## config.mk

```make
export PLATFORM = sky130hd
export DESIGN_NAME = llm_dat_flit_tx_flat
export DESIGN_NICKNAME = d
export VERILOG_FILES = /design/src/rtl/llm_dat_flit_tx_if.sv /design/src/rtl/llm_dat_flit_tx.sv /design/src/flat_wrapper.sv
export SDC_FILE = /design/constraint.sdc
export NUM_CORES = 2
export LEC_CHECK = 0
export BUFFER_PORTS_ARGS = -buffer_cell sky130_fd_sc_hd__buf_2
export CAP_MARGIN = 30
export CORE_ASPECT_RATIO = 2
export CORE_MARGIN = 2
export CORE_UTILIZATION = 25
export CTS_BUF_LIST = sky130_fd_sc_hd__clkbuf_8 sky130_fd_sc_hd__clkbuf_16
export DETAILED_ROUTE_END_ITERATION = 8
export GPL_ROUTABILITY_DRIVEN = 1
export GPL_TIMING_DRIVEN = 1
export SLEW_MARGIN = 20
export SYNTH_ARGS = -nofsm -noshare
export SYNTH_HDL_FRONTEND = slang
export SYNTH_SLANG_ARGS = --single-unit
```

## constraint.sdc

```tcl
create_clock -name clk -period 12.5 [get_ports clk]
set_input_delay 0 -clock clk [delete_from_list [all_inputs] [get_ports clk]]
set_output_delay 0 -clock clk [all_outputs]
set_load 0.01 [all_outputs]
```

## src/rtl/llm_dat_flit_tx_if.sv

```systemverilog
`default_nettype none
// ============================================================================
//  Module      : llm_dat_flit_tx_if
//  Description : Segment-input and DAT-flit-output bundle of llm_dat_flit_tx.
//                The master view belongs to the flit transmitter; the slave
//                view belongs to the splitter and link partner around it.
//  Revision    : 1.0  initial release
// ============================================================================
interface llm_dat_flit_tx_if #(
    parameter int DATA_WIDTH  = 256,
    parameter int TXNID_WIDTH = 12
);
    logic [DATA_WIDTH-1:0]   seg_data;
    logic [DATA_WIDTH/8-1:0] seg_be;
    logic [TXNID_WIDTH-1:0]  seg_txnid;
    logic                    seg_last;
    logic                    seg_valid;
    logic                    seg_ready;

    logic                    txdat_flitpend;
    logic                    txdat_flitv;
    logic [DATA_WIDTH-1:0]   dat_data;
    logic [DATA_WIDTH/8-1:0] dat_be;
    logic [TXNID_WIDTH-1:0]  dat_txnid;
    logic [1:0]              dat_dataid;
    logic [DATA_WIDTH/8-1:0] dat_datacheck;
    logic                    txdat_lcrdv;

    logic [3:0]              crd_cnt;
    logic                    err_seq;

    modport master (
        input  seg_data, seg_be, seg_txnid, seg_last, seg_valid, txdat_lcrdv,
        output seg_ready, txdat_flitpend, txdat_flitv, dat_data, dat_be,
               dat_txnid, dat_dataid, dat_datacheck, crd_cnt, err_seq
    );

    modport slave (
        output seg_data, seg_be, seg_txnid, seg_last, seg_valid, txdat_lcrdv,
        input  seg_ready, txdat_flitpend, txdat_flitv, dat_data, dat_be,
               dat_txnid, dat_dataid, dat_datacheck, crd_cnt, err_seq
    );
endinterface
`default_nettype wire

```

## src/rtl/llm_dat_flit_tx.sv

```systemverilog
`default_nettype none
// ============================================================================
//  Module      : llm_dat_flit_tx
//  Description : CHI DAT transmit stage: buffers split data beats, tags them
//                with TxnID/DataID and launches flits under link credits.
//                Optional macro LLM_DAT_DATACHECK_EN adds per-byte odd parity.
//  Revision    : 1.0  initial release
// ============================================================================
module llm_dat_flit_tx #(
    parameter int DATA_WIDTH  = 256,
    parameter int FIFO_DEPTH  = 4,
    parameter int MAX_CREDITS = 15,
    parameter int TXNID_WIDTH = 12
) (
    input  logic                clk,
    input  logic                rst,
    llm_dat_flit_tx_if.master   bus
);

    localparam int BE_W  = DATA_WIDTH / 8;
    localparam int PTR_W = $clog2(FIFO_DEPTH);
    localparam int CNT_W = PTR_W + 1;

    localparam logic [CNT_W-1:0] c_full    = CNT_W'(FIFO_DEPTH);
    localparam logic [3:0]       c_max_crd = 4'(MAX_CREDITS);

    // Beat buffer storage; contents are only meaningful under r_count
    logic [DATA_WIDTH-1:0]  r_mem_data   [FIFO_DEPTH];
    logic [BE_W-1:0]        r_mem_be     [FIFO_DEPTH];
    logic [TXNID_WIDTH-1:0] r_mem_txnid  [FIFO_DEPTH];
    logic [1:0]             r_mem_dataid [FIFO_DEPTH];

    logic [PTR_W-1:0]       r_wr_ptr;
    logic [PTR_W-1:0]       r_rd_ptr;
    logic [CNT_W-1:0]       r_count;
    logic [CNT_W-1:0]       w_count_nxt;

    logic                   r_beat_idx;
    logic                   r_err_seq;
    logic [3:0]             r_crd;
    logic [3:0]             w_crd_nxt;

    logic                   r_flitpend;
    logic                   r_flitv;
    logic [DATA_WIDTH-1:0]  r_dat_data;
    logic [BE_W-1:0]        r_dat_be;
    logic [TXNID_WIDTH-1:0] r_dat_txnid;
    logic [1:0]             r_dat_dataid;

    logic                   w_ready;
    logic                   w_push;
    logic                   w_launch;

    // Ready comes from the registered count only, so a pop never frees a slot
    // in the same cycle it happens.
    assign w_ready  = (r_count != c_full);
    assign w_push   = bus.seg_valid && w_ready;
    assign w_launch = (r_count != '0) && (r_crd != 4'd0) && r_flitpend;

    always_comb begin
        w_count_nxt = r_count;
        case ({w_push, w_launch})
            2'b10:   w_count_nxt = r_count + CNT_W'(1);
            2'b01:   w_count_nxt = r_count - CNT_W'(1);
            default: w_count_nxt = r_count;
        endcase
    end

    always_comb begin
        w_crd_nxt = r_crd;
        if (bus.txdat_lcrdv && !w_launch) begin
            if (r_crd != c_max_crd) begin
                w_crd_nxt = r_crd + 4'd1;
            end
        end else if (!bus.txdat_lcrdv && w_launch) begin
            w_crd_nxt = r_crd - 4'd1;
        end
    end

    always_ff @(posedge clk) begin
        if (w_push) begin
            r_mem_data[r_wr_ptr]   <= bus.seg_data;
            r_mem_be[r_wr_ptr]     <= bus.seg_be;
            r_mem_txnid[r_wr_ptr]  <= bus.seg_txnid;
            r_mem_dataid[r_wr_ptr] <= {r_beat_idx, 1'b0};
        end
    end

    always_ff @(posedge clk or posedge rst) begin
        if (rst) begin
            r_wr_ptr   <= '0;
            r_rd_ptr   <= '0;
            r_count    <= '0;
            r_crd      <= 4'd0;
            r_flitpend <= 1'b0;
        end else begin
            if (w_push) begin
                r_wr_ptr <= r_wr_ptr + PTR_W'(1);
            end
            if (w_launch) begin
                r_rd_ptr <= r_rd_ptr + PTR_W'(1);
            end
            r_count    <= w_count_nxt;
            r_crd      <= w_crd_nxt;
            r_flitpend <= (w_count_nxt != '0);
        end
    end

    // A beat without seg_last after a second beat is a splitter fault; the
    // index wraps so the next transaction still starts at DataID 0.
    always_ff @(posedge clk or posedge rst) begin
        if (rst) begin
            r_beat_idx <= 1'b0;
            r_err_seq  <= 1'b0;
        end else if (w_push) begin
            if (bus.seg_last) begin
                r_beat_idx <= 1'b0;
            end else if (r_beat_idx) begin
                r_beat_idx <= 1'b0;
                r_err_seq  <= 1'b1;
            end else begin
                r_beat_idx <= 1'b1;
            end
        end
    end

    always_ff @(posedge clk or posedge rst) begin
        if (rst) begin
            r_flitv      <= 1'b0;
            r_dat_data   <= '0;
            r_dat_be     <= '0;
            r_dat_txnid  <= '0;
            r_dat_dataid <= 2'd0;
        end else begin
            r_flitv <= w_launch;
            if (w_launch) begin
                r_dat_data   <= r_mem_data[r_rd_ptr];
                r_dat_be     <= r_mem_be[r_rd_ptr];
                r_dat_txnid  <= r_mem_txnid[r_rd_ptr];
                r_dat_dataid <= r_mem_dataid[r_rd_ptr];
            end
        end
    end

`ifdef LLM_DAT_DATACHECK_EN
    logic [BE_W-1:0] w_rd_parity;
    logic [BE_W-1:0] r_dat_datacheck;

    for (genvar gi = 0; gi < BE_W; gi++) begin : g_parity
        assign w_rd_parity[gi] = ~^r_mem_data[r_rd_ptr][8*gi +: 8];
    end

    always_ff @(posedge clk or posedge rst) begin
        if (rst) begin
            r_dat_datacheck <= '0;
        end else if (w_launch) begin
            r_dat_datacheck <= w_rd_parity;
        end
    end

    assign bus.dat_datacheck = r_dat_datacheck;
`else
    assign bus.dat_datacheck = '0;
`endif

    assign bus.seg_ready      = w_ready;
    assign bus.txdat_flitpend = r_flitpend;
    assign bus.txdat_flitv    = r_flitv;
    assign bus.dat_data       = r_dat_data;
    assign bus.dat_be         = r_dat_be;
    assign bus.dat_txnid      = r_dat_txnid;
    assign bus.dat_dataid     = r_dat_dataid;
    assign bus.crd_cnt        = r_crd;
    assign bus.err_seq        = r_err_seq;

    a_pend_before_flitv : assert property (
        @(posedge clk) disable iff (rst) r_flitv |-> $past(r_flitpend));

    a_crd_bounded : assert property (
        @(posedge clk) disable iff (rst) r_crd <= c_max_crd);

endmodule
`default_nettype wire

```

## src/flat_wrapper.sv

```systemverilog
// flat-port wrapper written by rule: the top's interface ports become plain ports
module llm_dat_flit_tx_flat 
#(
    parameter int DATA_WIDTH  = 256,
    parameter int FIFO_DEPTH  = 4,
    parameter int MAX_CREDITS = 15,
    parameter int TXNID_WIDTH = 12
)
  (clk, rst, bus_seg_data, bus_seg_be, bus_seg_txnid, bus_seg_last, bus_seg_valid, bus_txdat_lcrdv, bus_seg_ready, bus_txdat_flitpend, bus_txdat_flitv, bus_dat_data, bus_dat_be, bus_dat_txnid, bus_dat_dataid, bus_dat_datacheck, bus_crd_cnt, bus_err_seq);
  llm_dat_flit_tx_if #(.DATA_WIDTH(DATA_WIDTH), .TXNID_WIDTH(TXNID_WIDTH)) bus_i ();
  input  logic clk;
  input  logic rst;
  input wire logic [$bits(bus_i.seg_data)-1:0] bus_seg_data;
  input wire logic [$bits(bus_i.seg_be)-1:0] bus_seg_be;
  input wire logic [$bits(bus_i.seg_txnid)-1:0] bus_seg_txnid;
  input wire logic [$bits(bus_i.seg_last)-1:0] bus_seg_last;
  input wire logic [$bits(bus_i.seg_valid)-1:0] bus_seg_valid;
  input wire logic [$bits(bus_i.txdat_lcrdv)-1:0] bus_txdat_lcrdv;
  output wire logic [$bits(bus_i.seg_ready)-1:0] bus_seg_ready;
  output wire logic [$bits(bus_i.txdat_flitpend)-1:0] bus_txdat_flitpend;
  output wire logic [$bits(bus_i.txdat_flitv)-1:0] bus_txdat_flitv;
  output wire logic [$bits(bus_i.dat_data)-1:0] bus_dat_data;
  output wire logic [$bits(bus_i.dat_be)-1:0] bus_dat_be;
  output wire logic [$bits(bus_i.dat_txnid)-1:0] bus_dat_txnid;
  output wire logic [$bits(bus_i.dat_dataid)-1:0] bus_dat_dataid;
  output wire logic [$bits(bus_i.dat_datacheck)-1:0] bus_dat_datacheck;
  output wire logic [$bits(bus_i.crd_cnt)-1:0] bus_crd_cnt;
  output wire logic [$bits(bus_i.err_seq)-1:0] bus_err_seq;
  assign bus_i.seg_data = bus_seg_data;
  assign bus_i.seg_be = bus_seg_be;
  assign bus_i.seg_txnid = bus_seg_txnid;
  assign bus_i.seg_last = bus_seg_last;
  assign bus_i.seg_valid = bus_seg_valid;
  assign bus_i.txdat_lcrdv = bus_txdat_lcrdv;
  assign bus_seg_ready = bus_i.seg_ready;
  assign bus_txdat_flitpend = bus_i.txdat_flitpend;
  assign bus_txdat_flitv = bus_i.txdat_flitv;
  assign bus_dat_data = bus_i.dat_data;
  assign bus_dat_be = bus_i.dat_be;
  assign bus_dat_txnid = bus_i.dat_txnid;
  assign bus_dat_dataid = bus_i.dat_dataid;
  assign bus_dat_datacheck = bus_i.dat_datacheck;
  assign bus_crd_cnt = bus_i.crd_cnt;
  assign bus_err_seq = bus_i.err_seq;
  llm_dat_flit_tx #(.DATA_WIDTH(DATA_WIDTH), .FIFO_DEPTH(FIFO_DEPTH), .MAX_CREDITS(MAX_CREDITS), .TXNID_WIDTH(TXNID_WIDTH)) u_core (.clk(clk), .rst(rst), .bus(bus_i));
endmodule
```

; ---- Word-level counts from Yosys, hierarchy flattened
; Memory sizes are Yosys's and may differ from the RTL's. A register that Yosys moved wholly into a read port is not among the register bits.
; Index checks and enable logic that the tools add are counted.
[word_totals]
ff_bits = 17
n_memories = 4
output_inout_bits = 342
ramBits = 1204
[classes]
n_addsub = 6
n_mux = 8
reduce_logical = 13
eq_ne = 5
bitwise = 1
[mem_list]
columns = memory, words, width, rd, rd_clocked_by_memory_dff, wr, line
row1 = u_core.r_mem_data, 4, 256, 1, 1, 1, llm_dat_flit_tx.sv:28  ; logic [DATA_WIDTH-1:0] r_mem_data [FIFO_DEPTH];
row2 = u_core.r_mem_be, 4, 32, 1, 1, 1, llm_dat_flit_tx.sv:29  ; logic [BE_W-1:0] r_mem_be [FIFO_DEPTH];
row3 = u_core.r_mem_txnid, 4, 12, 1, 1, 1, llm_dat_flit_tx.sv:30  ; logic [TXNID_WIDTH-1:0] r_mem_txnid [FIFO_DEPTH];
row4 = u_core.r_mem_dataid, 4, 1, 1, 1, 1, llm_dat_flit_tx.sv:31  ; logic [1:0] r_mem_dataid [FIFO_DEPTH];
[ops]
columns = operator, count
row1 = $mux 4, 3
row2 = $pmux 3 s2, 1
row3 = $reduce_bool 3->1, 2
row4 = $logic_and 1x1->1, 5
row5 = $add 2x1->2 const B, 2
row6 = $add 4x1->4 const B, 1
row7 = $mux 1, 4
row8 = $ne 4x4->1 const B, 1
row9 = $reduce_bool 4->1, 1
row10 = $sub 4x1->4 const B, 1
row11 = $add 3x1->3 const B, 1
row12 = $ne 3x3->1 const B, 1
row13 = $reduce_and 3->1, 1
row14 = $sub 3x1->3 const B, 1
row15 = $eq 2x1->1 const B, 1
row16 = $eq 2x2->1 const B, 1
row17 = $logic_not 1->1, 2
row18 = $ne 2x2->1 const B, 1
row19 = $reduce_and 2->1, 1
row20 = $reduce_bool 2->1, 1
row21 = $not 1->1, 1

; ---- Depth between registers and ports, before layout
[logic_depth]
depth_word = 7
ltp_mapped = 11
ltp_nobuf = 10

; ---- Worst setup path before layout
; No wires, ideal clock.
[synth_timing]
path_kind = reg-to-reg
startpoint = reg u_core.r_count[2]
endpoint = mem u_core.r_mem_be[0][0] (netlist bit) (enable)
t_required_ns = 11.796
path_slack_ns = 4.229
arrival_ns = 7.567
stages_incl_launch_ff = 3
n_path_buf = 0
path_cell_list = dfrtp_1 > or3b_1 > and3_1
[synth_between]
elab_chain_cells = 4
[synth_rtl]
columns = item, line
row1 = "start, declared", llm_dat_flit_tx.sv:35  ; logic [CNT_W-1:0] r_count;
row2 = "start signal, assigned", llm_dat_flit_tx.sv:103  ; r_count <= w_count_nxt;
row3 = $ne 3x3->1, llm_dat_flit_tx.sv:56  ; assign w_ready = (r_count != c_full);
row4 = named net bus_seg_ready, flat_wrapper.sv:19  ; output wire logic [$bits(bus_i.seg_ready)-1:0] bus_seg_ready;
row5 = $logic_and 1x1->1, llm_dat_flit_tx.sv:57  ; assign w_push = bus.seg_valid && w_ready;
row6 = $mux 1, llm_dat_flit_tx.sv:81  ; if (w_push) begin
row7 = $mux 1 (implied by the code), llm_dat_flit_tx.sv:83  ; r_mem_be[r_wr_ptr] <= bus.seg_be;
row8 = "end, declared", llm_dat_flit_tx.sv:29
; The timed path passes the listed nets, and every way through them passes these cells.

; ---- Worst setup path after layout
[layout_timing]
startpoint = reg u_core.r_count[2]
endpoint = mem u_core.r_mem_data[2][104] (enable)
[layout_between]
elab_chain_cells = 4
[layout_rtl]
columns = item, line
row1 = $ne 3x3->1, llm_dat_flit_tx.sv:56
row2 = $logic_and 1x1->1, llm_dat_flit_tx.sv:57
row3 = $mux 1, llm_dat_flit_tx.sv:81
row4 = $mux 1 (implied by the code), llm_dat_flit_tx.sv:82  ; r_mem_data[r_wr_ptr] <= bus.seg_data;
row5 = "end, declared", llm_dat_flit_tx.sv:28
; No other way between the ends.

==> results.toml <==
[synth]
synth.most_common_cell = "edfxtp_1"
async_flop_share = 0.2079
synth_ff_type = "edfxtp_1"
synthCells = 2954
synth-edff-count = 1204
ys_ff_latch = 1520
synth_area_leaders = "edfxtp_1 (65%), dfrtp_1 (14%), mux4_2 (12%), nand2_1 (6.1%), buf_2 (0.62%)"
ys_seq_area_frac = 0.7896
synthDominantCellAreaShare = 0.6479
synth_commonest_cells = "edfxtp_1 (1204), nand2_1 (908), dfrtp_1 (316)"
yosysTopAreaCell = "edfxtp_1"
syn-cell-area_um2 = 55810
yosysWarnings = 0
avgSynthCellArea_um2 = 18.89
synth.distinct_cells = 34

[timing]
hold_violations = 0
rsz0062_at_grt = "no"
slew_violations = 0
worst_slew_pin_slew_ns = 1.106
fin_ws_ns = 8.802
period_needed_ns = 3.698
hold-worst-slack_ns = 0.08259
skew_ns = 0.06317
setup_tns_ns = 0
period_share = 0.2959
relSlewSlack = 0.2628
setup_viol = 0
max_freq_mhz = 270.4

[clocking]
clock_latency_ns = 0.80
cts_root_buffer = "clkbuf_16"
cts_buffer_depth = 4
post_cts_buffers = 0
cts_max_level = 4
ctsHoldBuffers = 591
cts_sinks = 1520
cts_tree = "yes"
ctsResizeCount = 0
clk_pin_slew_worst_paths_ns = 0.06
cts_buffers = 151

[drt]
ant_nets = 0
wl_per_cell_um = 19.40
drc = 0
dr.pass1.iters = 5
wl_mm = 141.9
drtIter0Drc = 1472
viasPerCell = 4.153
num_vias = 30380

[worst_setup_path]
crit_slowest_cell = "buf_4"
cp-start-kind = "flip-flop"
critPathBufInv = 2
slowest_delay_ns = 0.83
arrival_ns = 4.09
setup.worst_path.end_class = "flip-flop"
path_max_fanout = 56
crit_required_ns = 12.89
crit_top_cell = "buf_4"
path_cells = "or3b_1 > and3_4 > buf_4 > buf_4"
crit_family = "buffers and inverters"
crit_type = "flip-flop to flip-flop"
ff2ff_setup_slack_ns = 8.80

[power]
p_leak_nw = 27.37
ir_drop_mv = 0.1545
finalPower_mw = 17.07
powerDensity_nw_per_um2 = 234.3

[global_route]
grt_pass1_vias = 32530
antenna_found_initial = 36
grt_start_max_net_pins = 118
grt-ovfl-total = 0
grt_use_total = 0.1220
grt_pass1_wl_mm = 207.7

[floorplanning]
die_w_um = 338.1
io-pin-count = 647
design.die.area_um2 = 227200
num_rows = 245
dieHeight_um = 672.2
core-area_um2 = 222200
initial_utilization = 0.2511

[final_layout]
area_delta_synth_final_pct = 30.57
drive_above_1_share = 0.2742
n_fill_cell = 21370
fin_nets = 4535

[flow_run]
cap_viol_max_count = 0

[worst_hold_path]
min_path_type = "input port to flip-flop"

[place]
numPortBuffers = 613
dp_slack_ns = 8.730
gp_congestion = 0.7491
dpl.hpwl_mm = 84.29

[run_status]
status = "finished clean"
layout by cell type, fill, tap and decap left out, types with 3 or more instances in the layout:
| cell | Yosys | final |
|---|---|---|
| bufinv_16 | 0 | 7 |
| dfrtp_1 | 316 | 314 |
| clkinv_1 | 0 | 8 |
| diode_2 | 0 | 14 |
| buf_12 | 2 | 4 |
| clkbuf_8 | 0 | 11 |
| clkbuf_16 | 0 | 152 |
| edfxtp_1 | 1204 | 1204 |
| clkinv_4 | 0 | 4 |
| clkinv_8 | 0 | 4 |
| mux2i_1 | 3 | 3 |
| inv_8 | 0 | 4 |
| clkinv_2 | 0 | 20 |
| buf_4 | 33 | 38 |
| mux4_2 | 301 | 301 |
| nand2_1 | 908 | 908 |
| and3_4 | 0 | 4 |
| xnor2_1 | 6 | 6 |
| dlygate4sd3_1 | 0 | 591 |
| buf_2 | 69 | 613 |
| clkinvlp_4 | 0 | 7 |
| xor2_1 | 4 | 4 |
| conb_1 | 1 | 33 |
| or3_1 | 3 | 3 |
| inv_6 | 0 | 7 |
| inv_1 | 7 | 50 |
| ha_1 | 7 | 7 |
| buf_16 | 0 | 5 |
power by group:
| part | total (mW) | switching [mW] | internal, mW |
|---|---|---|---|
| Combinational | 5.24 | 3.15 | 2.09 |
| Clock | 4.39 | 1.95 | 2.45 |
| Sequential | 7.44 | 0.525 | 6.91 |
| Total | 17.1 | 5.62 | 11.4 |
metrics by stage:
stage / area [um2] / util / cells
floorplan: 55930 / - / 2986
global route: 72860 / 0.3278 / 7309
CTS: 72750 / 0.3273 / 7297
detailed placement: 62080 / 0.2793 / 6438
finish: 72870 / 0.3279 / 7314
global placement: 62020 / 0.2791 / 6436
worst reg2reg max path, delay by kind of cell, from the launching register on:
family	cells	cell delay (ns)
buf+inv	2	1.70
flops	1	0.40
simple gates	2	1.12
worst paths after layout:
kind,start,endpoint,cells after the start
setup / recovery,u_core.r_count[2],u_core.r_mem_data[2][104],4
hold / removal,bus_seg_data[164],u_core.r_mem_data[2][164],2
setup reg to reg,u_core.r_count[2],u_core.r_mem_data[2][104],4
hold reg to reg,u_core.bus.err_seq,u_core.bus.err_seq,1
max in group asynchronous,rst,u_core.bus.dat_data[193],7
min in group asynchronous,rst,u_core.bus.dat_data[139],4
flip-flops by register name (all words and copies together) (netlist names), 3 cells and up:
register and flops:
u_core.bus.dat_txnid 12, u_core.bus.dat_be 32, u_core.bus.dat_data 256, u_core.r_mem_data 1024, u_core.r_mem_dataid 4, u_core.r_mem_txnid 48, u_core.r_count 3, u_core.r_mem_be 128
u_core.bus.crd_cnt 4
cells by family (layout without fill, tap and decap cells):
| kind of cell | Yosys count | after routing | share of synthesized area |
|---|---|---|---|
| flip-flops | 1520 | 1520 | 0.7896 |
| AND/OR/NAND/NOR | 923 | 923 | 0.06280 |
| multiplexers | 306 | 306 | 0.1225 |
| buffers and inverters | 177 | 1527 | 0.02016 |
| XOR/XNOR | 10 | 10 | 0.001569 |
| adder cells (fa/ha/maj) | 9 | 9 | 0.002287 |
| AO/OA/AOI/OAI | 8 | 8 | 0.001076 |
| other | 1 | 47 | 0.00006720 |
layout make-up:
cell class / instances / area (um2) / share of cell area
sequential: 1520 / 44070 / 0.6048
clock buffer: 163 / 3955 / 0.05428
clock inverter: 105 / 802.0 / 0.01101
antenna: 14 / 35.03 / 0.0004808
multi-input combinational: 1289 / 10770 / 0.1478
tap: 2964 / 3709 / 0.05089
inverter: 8 / 45.04 / 0.0006181
timing repair buffer: 1251 / 9487 / 0.1302
routing by layer:
| metal | wire length [um] | up-vias | GRT usage |
|---|---|---|---|
| li1 | - | 13550 | - |
| met1 | 53630 | 15670 | 0.1367 |
| met5 | 140 | - | 0 |
| met4 | 5605 | 22 | 0.05273 |
| met3 | 9368 | 268 | 0.03106 |
| met2 | 73120 | 868 | 0.2167 |
No activity file was read; power rests on OpenSTA's default activity.
